`config.mk`:
```
export PLATFORM = sky130hd
export DESIGN_NAME = fi_pipe_reg
export DESIGN_NICKNAME = d
export VERILOG_FILES = /design/src/rtl/fi_pkg.sv /design/src/rtl/fi_stage.sv /design/src/rtl/fi_pipe_reg.sv
export SDC_FILE = /design/constraint.sdc
export NUM_CORES = 1
export LEC_CHECK = 0
export ABC_AREA = 0
export CORE_MARGIN = 2
export CORE_UTILIZATION = 40
export CTS_BUF_LIST = sky130_fd_sc_hd__clkbuf_8
export CTS_CLUSTER_SIZE = 30
export DETAILED_ROUTE_END_ITERATION = 8
export HOLD_SLACK_MARGIN = 0.15
export PLACE_DENSITY = 0.59
export SYNTH_ARGS = -nofsm -noshare
export SYNTH_HDL_FRONTEND = slang
export SYNTH_SLANG_ARGS = --single-unit
export TNS_END_PERCENT = 5
```
`constraint.sdc`:
```
create_clock -name clk -period 2.8 [get_ports clk]
set_input_delay 0.84 -clock clk [delete_from_list [all_inputs] [get_ports clk]]
set_output_delay 0.84 -clock clk [all_outputs]
set_load 0.01 [all_outputs]
```
`src/rtl/fi_pkg.sv`:
```
// Shared types for the fault-injectable register pipeline: fault modes,
// controller states and mode encodings.
package fi_pkg;

  localparam logic [1:0] MODE_NONE = 2'd0;
  localparam logic [1:0] MODE_FLIP = 2'd1;
  localparam logic [1:0] MODE_SA0  = 2'd2;
  localparam logic [1:0] MODE_SA1  = 2'd3;

  typedef enum logic [1:0] {
    FI_NONE = MODE_NONE,
    FI_FLIP = MODE_FLIP,
    FI_SA0  = MODE_SA0,
    FI_SA1  = MODE_SA1
  } fi_mode_e;

  typedef enum logic [2:0] {
    ST_IDLE,
    ST_ARMED,
    ST_WAIT_VALID,
    ST_STUCK,
    ST_DONE
  } fi_state_e;

endpackage

```
`src/rtl/fi_stage.sv`:
```
// One WIDTH-bit valid/data pipeline register with a one-shot flip and a
// continuous stuck-at force on its visible output.
module fi_stage
  import fi_pkg::*;
#(
  parameter int WIDTH = 8
) (
  input  logic             clk,
  input  logic             rst,
  input  logic             load,
  input  logic             d_valid,
  input  logic [WIDTH-1:0] d_data,
  input  logic             flip_en,
  input  logic             force_en,
  input  logic             force_hi,
  input  logic [WIDTH-1:0] mask,
  output logic             q_valid,
  output logic [WIDTH-1:0] q_data
);

  logic [WIDTH-1:0] data_r;
  logic [WIDTH-1:0] flipped;

  // The flip is visible in its own cycle so a word leaving now carries it.
  assign flipped = flip_en ? (data_r ^ mask) : data_r;

  always_comb begin
    q_data = flipped;
    if (force_en) q_data = force_hi ? (data_r | mask) : (data_r & ~mask);
  end

  // Forced values are never stored here, so clearing the fault restores data.
  always_ff @(posedge clk or posedge rst) begin
    if (rst) begin
      q_valid <= 1'b0;
      data_r  <= '0;
    end else if (load) begin
      q_valid <= d_valid;
      data_r  <= d_data;
    end else begin
      data_r  <= flipped;
    end
  end

endmodule

```
`src/rtl/fi_pipe_reg.sv`:
```
// DEPTH-stage valid/ready register pipeline with one central fault-injection
// controller. Define FI_PARITY_EN to carry a clean parity bit and flag faults.
//
// state      | meaning
// IDLE       | no fault scheduled
// ARMED      | counting down the trigger delay
// WAIT_VALID | delay expired, waiting for a valid word at the target stage
// STUCK      | stuck-at force held on the target stage until inj_clear
// DONE       | single flip applied, back to IDLE next cycle
module fi_pipe_reg
  import fi_pkg::*;
#(
  parameter int WIDTH = 8,
  parameter int DEPTH = 4,
  parameter int DLY_W = 8,
  parameter int CNT_W = 8,
  localparam int SW = (DEPTH > 1) ? $clog2(DEPTH) : 1
) (
  input  logic             clk,
  input  logic             rst,
  input  logic             in_valid,
  output logic             in_ready,
  input  logic [WIDTH-1:0] in_data,
  output logic             out_valid,
  input  logic             out_ready,
  output logic [WIDTH-1:0] out_data,
  input  logic             inj_arm,
  input  logic [1:0]       inj_mode,
  input  logic [SW-1:0]    inj_stage,
  input  logic [WIDTH-1:0] inj_mask,
  input  logic [DLY_W-1:0] inj_delay,
  input  logic             inj_clear,
  output logic             inj_busy,
  output logic             inj_fired,
`ifdef FI_PARITY_EN
  output logic             out_parity_err,
`endif
  output logic [CNT_W-1:0] inj_count
);

  localparam logic [SW:0] DEPTH_C = (SW+1)'(DEPTH);

  fi_state_e        state_q;
  fi_mode_e         mode_q;
  logic [SW-1:0]    tgt_q;
  logic [WIDTH-1:0] mask_q;
  logic [DLY_W-1:0] cnt_q;
  logic             fired_q;
  logic [CNT_W-1:0] count_q;

  logic [DEPTH-1:0] v;
  logic [DEPTH-1:0] load;
  logic [WIDTH-1:0] q_data [DEPTH];
  logic             stage_ok, tgt_valid, fire, fire_flip, force_act;

  assign stage_ok  = {1'b0, inj_stage} < DEPTH_C;
  assign tgt_valid = v[tgt_q];
  // inj_clear wins over a fire in the same cycle.
  assign fire      = (state_q == ST_WAIT_VALID) && tgt_valid && !inj_clear;
  assign fire_flip = fire && (mode_q == FI_FLIP);
  assign force_act = (mode_q != FI_FLIP) && ((state_q == ST_STUCK) || fire);

  // A stage loads when empty or when its word moves on; ready ripples back.
  always_comb begin
    logic nxt;
    load = '0;
    nxt  = out_ready;
    for (int k = DEPTH - 1; k >= 0; k--) begin
      load[k] = !v[k] || nxt;
      nxt     = load[k];
    end
  end

  for (genvar k = 0; k < DEPTH; k++) begin : g_stage
    logic             d_valid;
    logic [WIDTH-1:0] d_data;
    logic             hit;

    if (k == 0) begin : g_head
      assign d_valid = in_valid;
      assign d_data  = in_data;
    end else begin : g_body
      assign d_valid = v[k-1];
      assign d_data  = q_data[k-1];
    end

    assign hit = (tgt_q == SW'(k));

    fi_stage #(.WIDTH(WIDTH)) u_stage (
      .clk      (clk),
      .rst      (rst),
      .load     (load[k]),
      .d_valid  (d_valid),
      .d_data   (d_data),
      .flip_en  (fire_flip && hit),
      .force_en (force_act && hit),
      .force_hi (mode_q == FI_SA1),
      .mask     (mask_q),
      .q_valid  (v[k]),
      .q_data   (q_data[k])
    );

`ifdef FI_PARITY_EN
    logic par_r;
    logic par_in;
    if (k == 0) begin : g_par_head
      assign par_in = ^in_data;
    end else begin : g_par_body
      assign par_in = g_stage[k-1].par_r;
    end
    always_ff @(posedge clk or posedge rst) begin
      if (rst)       par_r <= 1'b0;
      else if (load[k]) par_r <= par_in;
    end
`endif
  end

  assign in_ready  = load[0];
  assign out_valid = v[DEPTH-1];
  assign out_data  = q_data[DEPTH-1];
  assign inj_busy  = (state_q != ST_IDLE);
  assign inj_fired = fired_q;
  assign inj_count = count_q;

`ifdef FI_PARITY_EN
  assign out_parity_err = out_valid && ((^out_data) != g_stage[DEPTH-1].par_r);
`endif

  always_ff @(posedge clk or posedge rst) begin
    if (rst) begin
      state_q <= ST_IDLE;
      mode_q  <= FI_NONE;
      tgt_q   <= '0;
      mask_q  <= '0;
      cnt_q   <= '0;
      fired_q <= 1'b0;
      count_q <= '0;
    end else begin
      fired_q <= 1'b0;
      case (state_q)
        ST_IDLE: begin
          if (inj_arm && (inj_mode != MODE_NONE) && stage_ok) begin
            mode_q  <= fi_mode_e'(inj_mode);
            tgt_q   <= inj_stage;
            mask_q  <= inj_mask;
            cnt_q   <= inj_delay;
            state_q <= ST_ARMED;
          end
        end
        ST_ARMED: begin
          if (inj_clear)         state_q <= ST_IDLE;
          else if (cnt_q == '0)  state_q <= ST_WAIT_VALID;
          else                   cnt_q   <= cnt_q - DLY_W'(1);
        end
        ST_WAIT_VALID: begin
          if (inj_clear) begin
            state_q <= ST_IDLE;
          end else if (tgt_valid) begin
            fired_q <= 1'b1;
            if (count_q != '1) count_q <= count_q + CNT_W'(1);
            state_q <= (mode_q == FI_FLIP) ? ST_DONE : ST_STUCK;
          end
        end
        ST_STUCK: begin
          if (inj_clear) state_q <= ST_IDLE;
        end
        ST_DONE: state_q <= ST_IDLE;
        default: state_q <= ST_IDLE;
      endcase
    end
  end

endmodule

```
==> results.toml, run 1 <==
[status]
outcome = "finished with violations"
violations = "negative setup slack"

[clock_network]
htree_levels = 3
cts_root_buf = "clkbuf_8"
clock_path_buffers = 2
cts.clk_slew.worst_paths_ns = 0.08
cts_buffers = 9
clock_sinks = 68
cts_tree = "built"
clkLatencyLatePin_ns = 0.34

[finish]
finish.utilization_pct = 52.1
stdcell_count = 661
syn_to_final_growth_pct = 26.5
drive_gt1_share_pct = 20.8
stdcell_area_um2 = 5380
antenna-diode-count = 0
nNetsFinal = 557

[timing]
period_share_pct = 110
post-route-min-period_ns = 3.09
setup_viol = 8
fmax_mhz = 324
holdWs_ns = 0.506
rsz0062_at_grt = "true"
finalClockSkew_ns = 0.00889
slew_violations = 0
final-hold-violation-count = 0
tightest_slew_ns = 0.747
finalWorstSetupSlack_ns = -0.287
slew_headroom_pct = 50.2
fin_setup_tns_ns = -1.85

[worst_setup_path]
arrival_ns = 2.25
end_kind = "output port"
crit_type = "reg2out"
setup.worst_path.start_class = "flip-flop"
critical_path_required_ns = 1.96
cp_max_fo = 3

[flow_run]
drv_cap = 0

[synth]
syn_nets = 479
synthFlopType = "dfrtp_1"
ys_ff_latch = 68
syn_area_um2 = 4250
synthCells = 442
seq_area_frac_synth_pct = 40.1
avgSynthCellArea_um2 = 9.61
synth.distinct_cells = 68
yosys_warnings = 0
synthArstFlopShare_pct = 100
synth_edf_count = 0

[pwr]
seqPwrFrac_pct = 33.2
finalPower_mw = 5.02
leakage_nw = 2.17
ir_drop_mv = 0.347
clkPwrFrac_pct = 14.3
pwr_density_cell_nw_per_um2 = 935
p_sw_mw = 2.20
power_frac_comb_pct = 52.5
internal_power_mw = 2.82
switching_share_pct = 43.8

[floorplanning]
die_x_um = 107
coreArea_um2 = 10300
start_util_pct = 41.1
dieArea_um2 = 11500
rows = 37
io_pins = 54
die_height_um = 107

[global_routing]
grt.overflow.total = 0
grt_max_degree = 40
grt_pass1_vias = 3739
grt_pass1_wl_um = 18900
antenna_found_initial = 0
grt_usage_pct = 20.8

[detailed_routing]
wl_per_cell_um = 16.9
wl_um = 11200
num_vias = 3731
avgViaCountPerCell = 5.64
dr.pass1.iters = 5
antenna_left = 0
drtIter0Drc = 266
drc = 0

[placed_design]
place_congestion = 0.787
placedCellCount = 637
place_area_um2 = 5120
dp.final_hpwl_um = 8060
dpl_worst_slack_ns = -0.796
io_buffers = 53

[worst_hold_path]
hp-class = "reg2reg"
## path summary, 6_finish.rpt
| check | from | endpoint | slack [ns] | cells after the start |
|---|---|---|---|---|
| hold / removal | inj_count[6]$_DFFE_PP0P_ | inj_count[6]$_DFFE_PP0P_ | 0.51 | 1 |
| hold reg to reg | inj_count[6]$_DFFE_PP0P_ | inj_count[6]$_DFFE_PP0P_ | 0.51 | 1 |
| setup reg to reg | tgt_q[0]$_DFFE_PP0P_ | g_stage[3].u_stage.data_r[2]$_DFF_PP0_ | 0.38 | 7 |
| min in group asynchronous | rst | cnt_q[0]$_DFFE_PP0P_ | 0.85 | 2 |
| max in group asynchronous | rst | g_stage[2].u_stage.data_r[1]$_DFF_PP0_ | 1.42 | 3 |
| setup / recovery | tgt_q[0]$_DFFE_PP0P_ | out_data[5] | -0.29 | 8 |
## state kept, by name, summed over array words and instances, names as in the netlist
signal                   cells
tgt_q                        2
mode_q                       2
g_stage.u_stage.q_valid      4
inj_count                    8
g_stage.u_stage.data_r      32
cnt_q                        8
mask_q                       8
inj_fired                    1
state_q                      3
## area by class of cell
type	count	area [um2]
inverter	25	93.8
clock buffer	10	138
tap	136	170
clock inverter	6	31.3
fill	986	4950
multi-input combinational	312	2330
timing repair buffer	104	915
sequential	68	1700
## cells in the mapped netlist (all sizes together) (6+ instances only)
library cell	n	area share [%]
xor2	22	4.5
a21oi	7	1.0
dfrtp	68	40
nor3	20	2.4
a221oi	19	3.9
buf	21	2.9
o2bb2ai	6	1.2
o21ai	26	3.1
nand4	35	5.2
xnor2	16	3.3
nand3	13	1.5
nor2	9	0.85
inv	25	2.2
mux2	15	4.0
clkbuf	16	1.4
a31oi	21	3.2
nand2	22	2.0
## worst max-delay path, stage by stage (launching register included)
cell,delay [ns]
dfrtp_1,0.38
mux4_2,0.56
buf_6,0.14
a22o_4,0.25
buf_6,0.12
buf_6,0.11
a31oi_4,0.11
a31oi_1,0.06
buf_2,0.17
## routing by layer
metal / GRT usage [%] / vias up / wire, um
li1: - / 1841 / -
met1: 30.9 / 1768 / 5690
met2: 31.2 / 115 / 4890
met3: 3.16 / 7 / 467
met4: 5.94 / 0 / 114
met5: 0 / - / 0
## power groups by stage
stage | Sequential, mW | Combinational (mW) | Clock, mW
after floorplan | 1.54 | 1.82 | 0
after global routing | 1.72 | 2.91 | 0.785
final | 1.67 | 2.64 | 0.720
after detailed placement | 1.66 | 2.57 | 0
after CTS | 1.64 | 2.59 | 0.742
after global placement | 1.65 | 2.54 | 0
## cell families after synthesis
| logic type | share of synthesized area (%) |
|---|---|
| simple gates | 19.5 |
| compound gates | 19.8 |
| xor+xnor | 7.83 |
| flops | 40.1 |
| fa+ha+maj | 0.884 |
| buf+inv | 6.48 |
| mux | 5.45 |
## cells in the final DEF, fill, tap and decap left out, drive strengths merged, types with 3 or more instances in the layout
master,instances
a21oi,7
buf,59
o2bb2ai,6
nand4,35
a31oi,21
nand2,22
clkinv,4
ha,3
nor2,9
nand2b,4
o32ai,5
nor3b,3
nor4,5
a211oi,4
clkbuf,11
mux2i,4
xnor2,16
inv,26
dfrtp,68
nand3,13
o21ai,26
and3,3
nor2b,5
or3b,3
and2,4
mux2,15
a222oi,4
nor3,20
clkdlybuf4s50,43
xor2,22
a221oi,19
## repair_timing
action	4_1_cts	5_1_grt
endpoints found under the setup margin	9	11
hold buffers	0	0
pin swaps	9	5
buffers inserted	7	1
gates resized for setup	42	5
Power figures use the tool's default switching activity.
==> run 2, diff against run 1 <==
==> constraint.sdc (replaced) <==
create_clock -name clk -period 3.5 [get_ports clk]
set_input_delay 1.05 -clock clk [delete_from_list [all_inputs] [get_ports clk]]
set_output_delay 1.05 -clock clk [all_outputs]
set_load 0.01 [all_outputs]
==> results.toml, run 2 (same netlist as run 1, synthesis figures left out) <==
[status]
outcome = "finished, final reports clean"

[timing]
final-hold-violation-count = 0
post-route-min-period_ns = 3.42
slew_violations = 0
finalClockSkew_ns = 0.0144
holdWs_ns = 0.504
setup_viol = 0
tightest_slew_ns = 0.862
slew_headroom_pct = 42.4
period_share_pct = 97.6
fmax_mhz = 293
rsz0062_at_grt = "false"

[floorplanning]
die_height_um = 107
io_pins = 54
start_util_pct = 41.1
dieArea_um2 = 11500
rows = 37
coreArea_um2 = 10300
die_x_um = 107

[clock_network]
clkLatencyLatePin_ns = 0.36
cts.clk_slew.worst_paths_ns = 0.08
clock_path_buffers = 2
cts_tree = "built"
cts_buffers = 9
clock_sinks = 68
cts_root_buf = "clkbuf_8"
htree_levels = 3

[detailed_routing]
wl_um = 10800
num_vias = 3576
dr.pass1.iters = 4
antenna_left = 0
avgViaCountPerCell = 5.67
wl_per_cell_um = 17.1
highest_layer = "met4"
drtIter0Drc = 220
dr_wl_met2_um = 4790
drc = 0
wl_met1_um = 5370
wl_met3_um = 484

[pwr]
finalPower_mw = 4.05
ir_drop_mv = 0.315
leakage_nw = 2.05
pwr_density_cell_nw_per_um2 = 784

[finish]
stdcell_count = 631
syn_to_final_growth_pct = 21.6
antenna-diode-count = 0
top_register = "g_stage.u_stage.data_r"
largest_reg_flops = 32
drive_gt1_share_pct = 14.9
nNetsFinal = 527
num-fill-cells = 975
mostFrequentLayoutCell = "dfrtp_1"
finish.utilization_pct = 50.0
mostFrequentLayoutCells = "68 x dfrtp_1, 43 x clkdlybuf4s50_1, 35 x nand4_1"

[global_routing]
grt_max_degree = 61
grt.overflow.total = 0
grt_usage_pct = 20.8
grt_pass1_vias = 3675
antenna_found_initial = 0
grt_pass1_wl_um = 18800

[placed_design]
placedCellCount = 613
io_buffers = 53
place_congestion = 0.804
dp.final_hpwl_um = 7690

[worst_hold_path]
hp-class = "reg2reg"
hold_path_depth = 1

[worst_setup_path]
end_kind = "output port"
arrival_ns = 2.37
setup.worst_path.start_class = "input pin"
cp_max_fo = 8
critical_path_required_ns = 2.45
crit_type = "in2out"
rr_worst_depth = 7

[flow_run]
drv_cap = 0
## run 2: changes by cell type in the layout (fill, tap and decap cells not counted), sizes merged
| cell | previous run | this run |
|---|---|---|
| bufinv | 0 | 3 |
| clkinvlp | 1 | 0 |
| clkbuf | 11 | 14 |
| clkdlybuf4s15 | 0 | 1 |
| clkinv | 4 | 1 |
| buf | 59 | 26 |
## run 2: final timing paths
check	startpoint	slack (ns)	endpoint
min in group asynchronous	rst	0.93	inj_count[6]$_DFFE_PP0P_
worst max-delay path	inj_clear	0.08	out_data[7]
worst min-delay path	g_stage[1].u_stage.q_valid$_DFFE_PP0P_	0.50	g_stage[2].u_stage.q_valid$_DFFE_PP0P_
worst min register to register	g_stage[1].u_stage.q_valid$_DFFE_PP0P_	0.50	g_stage[2].u_stage.q_valid$_DFFE_PP0P_
max in group asynchronous	rst	1.98	g_stage[2].u_stage.data_r[0]$_DFF_PP0_
worst max register to register	state_q[0]$_DFFE_PP0P_	1.02	g_stage[3].u_stage.data_r[0]$_DFF_PP0_
## run 2: layout make-up
class | count | area, um2 | share of cell area [%]
multi-input cells | 312 | 2290 | 44.3
flip-flops and latches | 68 | 1700 | 33.0
repair buffers | 74 | 659 | 12.8
well taps | 136 | 170 | 3.30
clock buffers | 11 | 151 | 2.93
clock inverters | 5 | 98.8 | 1.91
inverters | 25 | 93.8 | 1.82
## run 2: worst max-delay path, cell delays in order
cell	delay [ns]
clkdlybuf4s15_1	0.22
nor4b_4	0.32
buf_4	0.16
o2111a_1	0.19
a31o_4	0.15
a31oi_1	0.10
buf_2	0.17
## run 2: repair_timing
action                                  4_1_cts  5_1_grt
pin swaps                                     1        2
hold buffers                                  0        0
endpoints found under the setup margin        9        6
buffers inserted                              1        1
gates resized for setup                      27        8
## run 2: metrics by stage
step	setup WS [ns]	setup TNS (ns)	instance area, um2
3_3_place_gp	-0.583	-4.64	4920
5_1_grt	0.0123	0	5160
4_1_cts	0.00487	0	5190
6_report	0.0845	0	5160
2_1_floorplan	0.239	0	4250
3_5_place_dp	-0.617	-4.75	4920
## run 2: routing by layer
layer	vias to the layer above	track usage (%)
li1	1779	-
met1	1708	30.2
met2	80	31.3
met3	9	3.47
met4	0	7.33
met5	-	0
## run 2: power breakdown
group          switching [mW]  total (mW)  internal (mW)
combinational            1.07        1.87          0.798
sequential              0.315        1.37           1.05
clock                   0.303       0.812          0.509
